## src/rtl/maze_pkg.sv

```systemverilog
// Shared maze-solver definitions: direction encoding and maze size.
package maze_pkg;

   // 2-bit move codes that the search controller pushes per step
   typedef enum logic [1:0] {
      UP    = 2'b00,
      RIGHT = 2'b01,
      LEFT  = 2'b10,
      DOWN  = 2'b11
   } dir_t;

   // One deque entry per cell of a 16x16 maze
   localparam int unsigned MAZE_CELLS = 256;

   localparam int unsigned DIR_W = 2;

endpackage : maze_pkg

```

## src/rtl/dir_ram.sv

```systemverilog
// Direction storage array: one synchronous write port, two asynchronous read ports.
// Read port A serves the front (head); read port B serves the back (tail-1).
module dir_ram #(
   parameter int unsigned DEPTH = 256,
   parameter int unsigned DW    = 2,
   localparam int unsigned AW   = $clog2(DEPTH)
) (
   input  logic          clk_i,
   input  logic          we_i,
   input  logic [AW-1:0] waddr_i,
   input  logic [DW-1:0] wdata_i,
   input  logic [AW-1:0] raddr_a_i,
   output logic [DW-1:0] rdata_a_o,
   input  logic [AW-1:0] raddr_b_i,
   output logic [DW-1:0] rdata_b_o
);

   logic [DW-1:0] mem_q [DEPTH];

   // Contents are never reset; the pointers decide what is valid
   always_ff @(posedge clk_i) begin
      if (we_i) begin
         mem_q[waddr_i] <= wdata_i;
      end
   end

   // Both reads are combinational so a pop can register the entry in one cycle
   always_comb begin
      rdata_a_o = mem_q[raddr_a_i];
      rdata_b_o = mem_q[raddr_b_i];
   end

endmodule : dir_ram

```

## src/rtl/direction_deque.sv

```systemverilog
// Double-ended direction store for the maze solver datapath.
// Back end works as a stack for backtracking, front end as a queue for path replay.
// Optional feature: define DEQUE_LEVEL_EN to expose the occupancy count on port `level`.
module direction_deque
   import maze_pkg::*;
#(
   parameter int unsigned DEPTH = MAZE_CELLS,
   parameter int unsigned DW    = DIR_W,
   localparam int unsigned AW   = $clog2(DEPTH)
) (
   input  logic          Clk,
   input  logic          Rst,
   input  logic          clr,
   input  logic          push,
   input  logic [DW-1:0] din,
   input  logic          pop_back,
   input  logic          pop_front,
   output logic [DW-1:0] dout,
   output logic          dout_valid,
   output logic          is_empty,
   output logic          is_full,
   output logic          err
`ifdef DEQUE_LEVEL_EN
   ,
   output logic [AW:0]   level
`endif
);

   localparam logic [AW:0]   FullCnt = (AW + 1)'(DEPTH);
   localparam logic [AW:0]   CntOne  = (AW + 1)'(1);
   localparam logic [AW-1:0] PtrOne  = AW'(1);

   logic [AW-1:0] head_q, head_d;
   logic [AW-1:0] tail_q, tail_d;
   logic [AW:0]   count_q, count_d;
   logic [DW-1:0] dout_q, dout_d;
   logic          dout_valid_q, dout_valid_d;
   logic          err_q, err_d;

   logic          sync_clr;
   logic          mem_we;
   logic [AW-1:0] back_addr;
   logic [DW-1:0] front_data;
   logic [DW-1:0] back_data;

   assign sync_clr = Rst | clr;

   // Back entry lives one below tail; AW-bit subtraction wraps 0 to DEPTH-1
   assign back_addr = tail_q - PtrOne;

   dir_ram #(
      .DEPTH (DEPTH),
      .DW    (DW)
   ) u_dir_ram (
      .clk_i     (Clk),
      .we_i      (mem_we),
      .waddr_i   (tail_q),
      .wdata_i   (din),
      .raddr_a_i (head_q),
      .rdata_a_o (front_data),
      .raddr_b_i (back_addr),
      .rdata_b_o (back_data)
   );

   // Arbitrate push > pop_back > pop_front and compute next pointer/count/output state
   always_comb begin
      head_d       = head_q;
      tail_d       = tail_q;
      count_d      = count_q;
      dout_d       = dout_q;
      dout_valid_d = 1'b0;
      err_d        = err_q;
      mem_we       = 1'b0;

      if (push) begin
         // Any simultaneous pop loses arbitration and is flagged
         if (pop_back || pop_front) begin
            err_d = 1'b1;
         end
         if (count_q != FullCnt) begin
            mem_we  = ~sync_clr;
            tail_d  = tail_q + PtrOne;
            count_d = count_q + CntOne;
         end else begin
            err_d = 1'b1;
         end
      end else if (pop_back) begin
         if (pop_front) begin
            err_d = 1'b1;
         end
         if (count_q != '0) begin
            dout_d       = back_data;
            tail_d       = back_addr;
            count_d      = count_q - CntOne;
            dout_valid_d = 1'b1;
         end else begin
            err_d = 1'b1;
         end
      end else if (pop_front) begin
         if (count_q != '0) begin
            dout_d       = front_data;
            head_d       = head_q + PtrOne;
            count_d      = count_q - CntOne;
            dout_valid_d = 1'b1;
         end else begin
            err_d = 1'b1;
         end
      end
   end

   // State registers; Rst and clr both clear and override any request that cycle
   always_ff @(posedge Clk) begin
      if (sync_clr) begin
         head_q       <= '0;
         tail_q       <= '0;
         count_q      <= '0;
         dout_q       <= '0;
         dout_valid_q <= 1'b0;
         err_q        <= 1'b0;
      end else begin
         head_q       <= head_d;
         tail_q       <= tail_d;
         count_q      <= count_d;
         dout_q       <= dout_d;
         dout_valid_q <= dout_valid_d;
         err_q        <= err_d;
      end
   end

   // Flags come straight from the registered count, so they show completed operations only
   always_comb begin
      dout       = dout_q;
      dout_valid = dout_valid_q;
      err        = err_q;
      is_empty   = (count_q == '0);
      is_full    = (count_q == FullCnt);
   end

`ifdef DEQUE_LEVEL_EN
   assign level = count_q;
`endif

endmodule : direction_deque

```

## config.mk

```make
export PLATFORM = sky130hd
export DESIGN_NAME = direction_deque
export DESIGN_NICKNAME = d
export VERILOG_FILES = /design/src/rtl/maze_pkg.sv /design/src/rtl/dir_ram.sv /design/src/rtl/direction_deque.sv
export SDC_FILE = /design/constraint.sdc
export NUM_CORES = 1
export LEC_CHECK = 0
export ABC_CLOCK_PERIOD_IN_PS = 10600
export CAP_MARGIN = 15
export CORE_UTILIZATION = 60
export DETAILED_ROUTE_END_ITERATION = 6
export PLACE_DENSITY = 0.82
export REMOVE_ABC_BUFFERS = 1
export SYNTH_ARGS = -nofsm -noshare
export SYNTH_HDL_FRONTEND = slang
export SYNTH_SLANG_ARGS = --single-unit
```

## constraint.sdc

```tcl
create_clock -name Clk -period 10.6 [get_ports Clk]
set_clock_uncertainty 0.05 [all_clocks]
set_input_delay 1.59 -clock Clk [delete_from_list [all_inputs] [get_ports Clk]]
set_output_delay 1.59 -clock Clk [all_outputs]
set_load 0.02 [all_outputs]
```

==> results of run 1 <==
==> cell type report <==
cell class	instances	area [µm²]	area share (%)
flip-flops and latches	549	16100	54.5
multi-input cells	1094	10400	35.0
clock buffers	67	1460	4.94
well taps	592	741	2.50
repair buffers	52	508	1.72
clock inverters	33	317	1.07
inverters	21	78.8	0.266
==> worst min path at each step <==
| stage | depth (start not counted) | to |
|---|---|---|
| 2_1_floorplan | 2 | count_q[8] |
| 3_3_place_gp | 2 | count_q[8] |
| 3_5_place_dp | 2 | count_q[8] |
| 4_1_cts | 2 | count_q[8] |
| 5_1_grt | 2 | count_q[8] |
| 6_report | 2 | count_q[8] |
==> metal layers <==
layer  vias up  part of all wire [%]  track usage [%]
met5         -                 0.055             1.04
met4         2                   6.2             18.0
met3       389                    14             9.06
met2      1733                    46             50.1
met1      8811                    33             42.5
li1       7096                     -                -
==> power by group through the flow <==
stage / clock (mW) / sequential [mW] / combinational (mW)
2_1_floorplan: 0 / 2.45 / 0.328
3_3_place_gp: 0 / 2.43 / 0.477
3_5_place_dp: 0 / 2.43 / 0.484
4_1_cts: 1.94 / 2.39 / 0.491
5_1_grt: 2.01 / 2.39 / 0.526
6_report: 1.93 / 2.39 / 0.513
==> tightest hold or removal path, stage by stage (launching register included) <==
cell,delay (ns)
dfxtp_1,0.33
nand2_1,0.06
mux2i_1,0.05
==> registers in the layout, indices dropped and copies added, names as in the netlist, named ones only <==
register         flops
u_dir_ram.mem_q    512
head_q               8
err                  1
tail_q               8
dout_valid           1
count_q              9
dout                 2
==> stage by stage <==
stage / instances / total power, mW
2_1_floorplan: 1664 / 2.77
3_3_place_gp: 2304 / 2.91
3_5_place_dp: 2304 / 2.92
4_1_cts: 2404 / 4.81
5_1_grt: 2408 / 4.93
6_report: 2408 / 4.83
==> placed cells by master, fill, tap and decap left out, types with 4 or more instances in the layout <==
master / n
o31ai_1: 4
clkdlybuf4s50_1: 11
clkinv_2: 5
inv_1: 19
bufinv_16: 5
nand2b_1: 4
o21ai_0: 22
nand2_1: 106
buf_4: 33
xnor2_1: 10
or3_1: 5
mux4_2: 233
o22ai_1: 22
clkinv_1: 10
dfxtp_1: 34
ha_1: 12
mux2i_1: 91
nand4_1: 9
or4_1: 4
a211oi_1: 4
o211ai_1: 4
clkbuf_16: 56
nor4_1: 17
nor2_1: 326
o221ai_1: 35
nor2b_1: 9
clkinvlp_4: 8
clkbuf_1: 9
nor3_1: 21
nand3_1: 24
mux4_1: 10
xor2_1: 9
edfxtp_1: 512
a21oi_1: 55
a31oi_1: 4
==> cell families after synthesis <==
kind of cell               after synthesis  share of synthesized area, %
adders and majority gates               15                         0.705
DFF                                    549                          59.0
buffers and inverters                  163                          3.21
and+or+nand+nor                        539                          8.24
AOI/OAI and AO/OA                      182                          4.49
muxes                                  335                          23.5
xor gates and xnor gates                23                         0.820
==> impl_metrics.tcl, run 1 <==
set metrics [dict create \
    cp_max_fo 72 \
    ctsResizeCount 0 \
    post-route-util_pct 66.4 \
    routed_via_density 7.49 \
    clkPwrFrac_pct 40.0 \
    path_cells "clkinv_1, ha_4, buf_4, mux4_2, mux2i_1, o22ai_1, nor4_1, o21ai_0, a31oi_1, o31ai_1" \
    wl_per_cell_um 31.5 \
    failed_checks "design-rule violations" \
    finalSetupViolCount 0 \
    tightest_slew_ns 1.32 \
    fin_crit_ns 5.70 \
    hp-class "flop to flop" \
    dp_hpwl_um 44000 \
    startpoint "tail_q[0]" \
    grt_pass1_vias 17749 \
    syn-cell-area_um2 27300 \
    crit_type "flop to flop" \
    fmax_ghz 0.175 \
    synth_area_leader_cell "edfxtp_1" \
    finalSetupTns_ns 0 \
    initialDrtViolationCount 3154 \
    htreeDepth 2 \
    critPathCapture "dout[0]" \
    start_util_pct 61.2 \
    rows 77 \
    globalRouteTotalUtil_pct 32.7 \
    synth-async-reset-ratio_pct 0 \
    place_ws_ns 5.12 \
    grt_max_degree 170 \
    areaGrowthSynthToFinish_pct 8.36 \
    ys_types 71 \
    synthFlopType "edfxtp_1" \
    setup_ws_ns 4.90 \
    diodes 0 \
    synthCells 1806 \
    hold_viol_final 0 \
    gp_congestion 0.930 \
    worst_hold_slack_ns 0.439 \
    clk_pin_slew_worst_paths_ns 0.06 \
    ant_nets 0 \
    core_um2 44600 \
    fin_crit_sh_pct 53.8 \
    portBuffers 13 \
    yosysWarnings 0 \
    reg2reg_from "tail_q[0]" \
    drt_first_pass_iters 7 \
    relSlewSlack_pct 11.2 \
    p_sw_mw 1.16 \
    place_area_um2 27700 \
    dr_total_vias 18031 \
    leakage_nw 8.79 \
    power.share.switching_pct 24.0 \
    r2r_slack_ns 4.90 \
    peakVddDrop_uv 115 \
    rsz0062_at_grt "no" \
    reg2reg_to "dout[0]" \
    required_ns 11.03 \
    clkLatencyLatePin_ns 0.61 \
    synth_most_common_cell "edfxtp_1" \
    reg2regPathDepth 10 \
    syn-mean-instance-area_um2 15.1 \
    seq_power_share_pct 49.4 \
    drv_cap 0 \
    synth_top_cell_area_share_pct 56.3 \
    path_delay_family "buffers and inverters" \
    ys_top_cells_by_area "edfxtp_1 (56%), mux4_2 (19%), nor2_1 (4.5%)" \
    synth_edf_count 512 \
    final_area_um2 29600 \
    cp-end-kind "flop" \
    drc 10 \
    die_h_um 215 \
    worstHoldStart "count_q[8]" \
    clockRootBuffer "clkbuf_16" \
    crit_buf_inv 2 \
    p_int_mw 3.67 \
    fp.dieArea_um2 46400 \
    slowest_stage "ha_4" \
    seq_area_frac_synth_pct 59.0 \
    cts_setup_buffers 0 \
    gr-total-overflow 0 \
    cts-buffers-inserted 54 \
    cts_tree "yes" \
    antenna_found_initial 0 \
    clock_path_buffers 3 \
    cp.arrival_ns 6.14 \
    holdBufCountCts 0 \
    start_kind "flop" \
    nFillCells 2859 \
    netlist_top_cells_count "edfxtp_1 (512), nor2_1 (326), mux4_2 (233)" \
    yosys_register_bits 549 \
    layout-drive-gt1-share_pct 20.8 \
    layout.nets 1794 \
    slew_viol_final 0 \
    pwr-share-comb_pct 10.6 \
    die_x_um 215 \
    outcome "complete, but fails checks" \
    slowest_delay_ns 1.06 \
    routed_wl_um 75900 \
    cts.sinks 549 \
    powerDensity_nw_per_um2 163 \
    path_depth 10 \
    num_io_pins 14 \
    grt_pass1_wl_um 111000 \
]
No activity file was read; power rests on OpenSTA's default activity.
==> inputs of run 2 (changes only) <==
--- a/config.mk
+++ b/config.mk
@@ -5,7 +5,7 @@
 export SDC_FILE = /design/constraint.sdc
 export NUM_CORES = 1
 export LEC_CHECK = 0
-export ABC_CLOCK_PERIOD_IN_PS = 10600
+export ABC_CLOCK_PERIOD_IN_PS = 5600
 export CAP_MARGIN = 15
 export CORE_UTILIZATION = 60
 export DETAILED_ROUTE_END_ITERATION = 6
==> constraint.sdc (replaced) <==
create_clock -name Clk -period 5.6 [get_ports Clk]
set_clock_uncertainty 0.05 [all_clocks]
set_input_delay 0.84 -clock Clk [delete_from_list [all_inputs] [get_ports Clk]]
set_output_delay 0.84 -clock Clk [all_outputs]
set_load 0.02 [all_outputs]
==> impl_metrics.tcl, run 2 (same netlist as run 1, synthesis figures left out) <==
set metrics [dict create \
    ctsResizeCount 0 \
    final_common_cell "edfxtp_1" \
    rows 77 \
    grt_max_degree 149 \
    required_ns 6.05 \
    tightest_slew_ns 1.39 \
    leakage_nw 8.79 \
    core_um2 44600 \
    total_power_mw 8.94 \
    grt_pass1_vias 17845 \
    cp_max_fo 46 \
    num_io_pins 14 \
    hold_viol_final 0 \
    ant_nets 0 \
    start_kind "flop" \
    relSlewSlack_pct 6.57 \
    top_register "u_dir_ram.mem_q" \
    wl_per_cell_um 31.0 \
    cp.arrival_ns 4.64 \
    grt_pass1_wl_um 111000 \
    start_util_pct 61.2 \
    gp_congestion 0.969 \
    gr-total-overflow 0 \
    fmax_ghz 0.239 \
    reg2reg_from "tail_q[0]" \
    globalRouteTotalUtil_pct 32.7 \
    finalSetupViolCount 0 \
    regArea_um2 16100 \
    rsz0062_at_grt "no" \
    die_h_um 215 \
    htreeDepth 2 \
    areaGrowthSynthToFinish_pct 7.96 \
    slew_viol_final 0 \
    cp-end-kind "flop" \
    fin_crit_sh_pct 74.8 \
    clk_pin_slew_worst_paths_ns 0.07 \
    drc 0 \
    cts_tree "yes" \
    layout.nets 1801 \
    cts.sinks 549 \
    clockRootBuffer "clkbuf_16" \
    fin_crit_ns 4.19 \
    fin_cells 2413 \
    final_area_um2 29500 \
    largest_reg_flops 512 \
    powerDensity_nw_per_um2 303 \
    worstHoldStart "count_q[8]" \
    drt_first_pass_iters 7 \
    reg2regPathDepth 9 \
    clkLatencyLatePin_ns 0.62 \
    portBuffers 13 \
    cts-buffers-inserted 53 \
    layout_common_cells "edfxtp_1 (512), nor2_1 (326), mux4_2 (233)" \
    dp.cells 2311 \
    hold_depth 2 \
    holdBufCountCts 0 \
    peakVddDrop_uv 238 \
    layout-drive-gt1-share_pct 20.7 \
    routed_wl_um 74700 \
    die_x_um 215 \
    clock_path_buffers 3 \
    dr_total_vias 18010 \
    dp_hpwl_um 44700 \
    antenna_found_initial 1 \
    fp.dieArea_um2 46400 \
    startpoint "tail_q[0]" \
    routed_via_density 7.46 \
    outcome "complete, no violations" \
    cts_setup_buffers 0 \
    worst_hold_slack_ns 0.447 \
    nFillCells 2872 \
    multi_input_area_um2 10400 \
    place_area_um2 27800 \
    reg_top3 "u_dir_ram.mem_q: 512 flops, count_q: 9 flops" \
    initialDrtViolationCount 2983 \
    crit_type "flop to flop" \
    hp-class "flop to flop" \
    drv_cap 0 \
]
==> run 2: cell types whose count changed in the layout (fill, tap and decap cells not counted), sizes merged <==
cell,previous run,this run
bufinv,5,4
diode,0,2
clkinvlp,8,1
clkinv,18,26
buf,41,48
clkbuf,67,63
==> run 2: routing by layer <==
metal / up-vias / part of all wire [%] / routed length [µm] / GRT usage (%)
li1: 7107 / - / - / -
met1: 8871 / 33 / 24800 / 42.0
met2: 1678 / 46 / 34200 / 50.2
met3: 350 / 15 / 10900 / 10.2
met4: 4 / 6.3 / 4700 / 17.4
met5: - / 0.091 / 68 / 0
==> run 2: worst max-delay path, stage by stage (launching register included) <==
cell and delay, ns:
dfxtp_4 0.34, buf_4 0.56, buf_4 0.84, mux4_2 0.60, mux2i_1 0.22, o22ai_1 0.12
nor4_1 0.57, nor3_1 0.18, a311oi_1 0.40, o31ai_1 0.11
==> run 2: final cells by class <==
class	count	share of cell area (%)
timing repair buffer	60	1.81
antenna	2	0.0170
sequential	549	54.7
tap	592	2.51
clock inverter	33	0.874
inverter	21	0.267
clock buffer	62	4.68
multi-input combinational	1094	35.2
==> run 2: final timing paths <==
check,to,slack [ns]
max reg2reg,dout[1],1.41
max,dout[1],1.41
min,count_q[8],0.45
min reg2reg,count_q[8],0.45
==> run 2: through the flow <==
| step | TNS (ns) | utilization [%] | setup slack [ns] |
|---|---|---|---|
| 2_1_floorplan | -913.59 | - | -6.01 |
| 3_3_place_gp | 0 | 62.3 | 1.02 |
| 3_5_place_dp | 0 | 62.3 | 0.942 |
| 4_1_cts | 0 | 66.0 | 1.48 |
| 5_1_grt | 0 | 66.1 | 1.24 |
| 6_report | 0 | 66.1 | 1.41 |
==> run 2: where the power goes <==
part	switching, mW	internal (mW)
clock network	1.54	1.94
logic	0.589	0.372
registers	0.0212	4.49
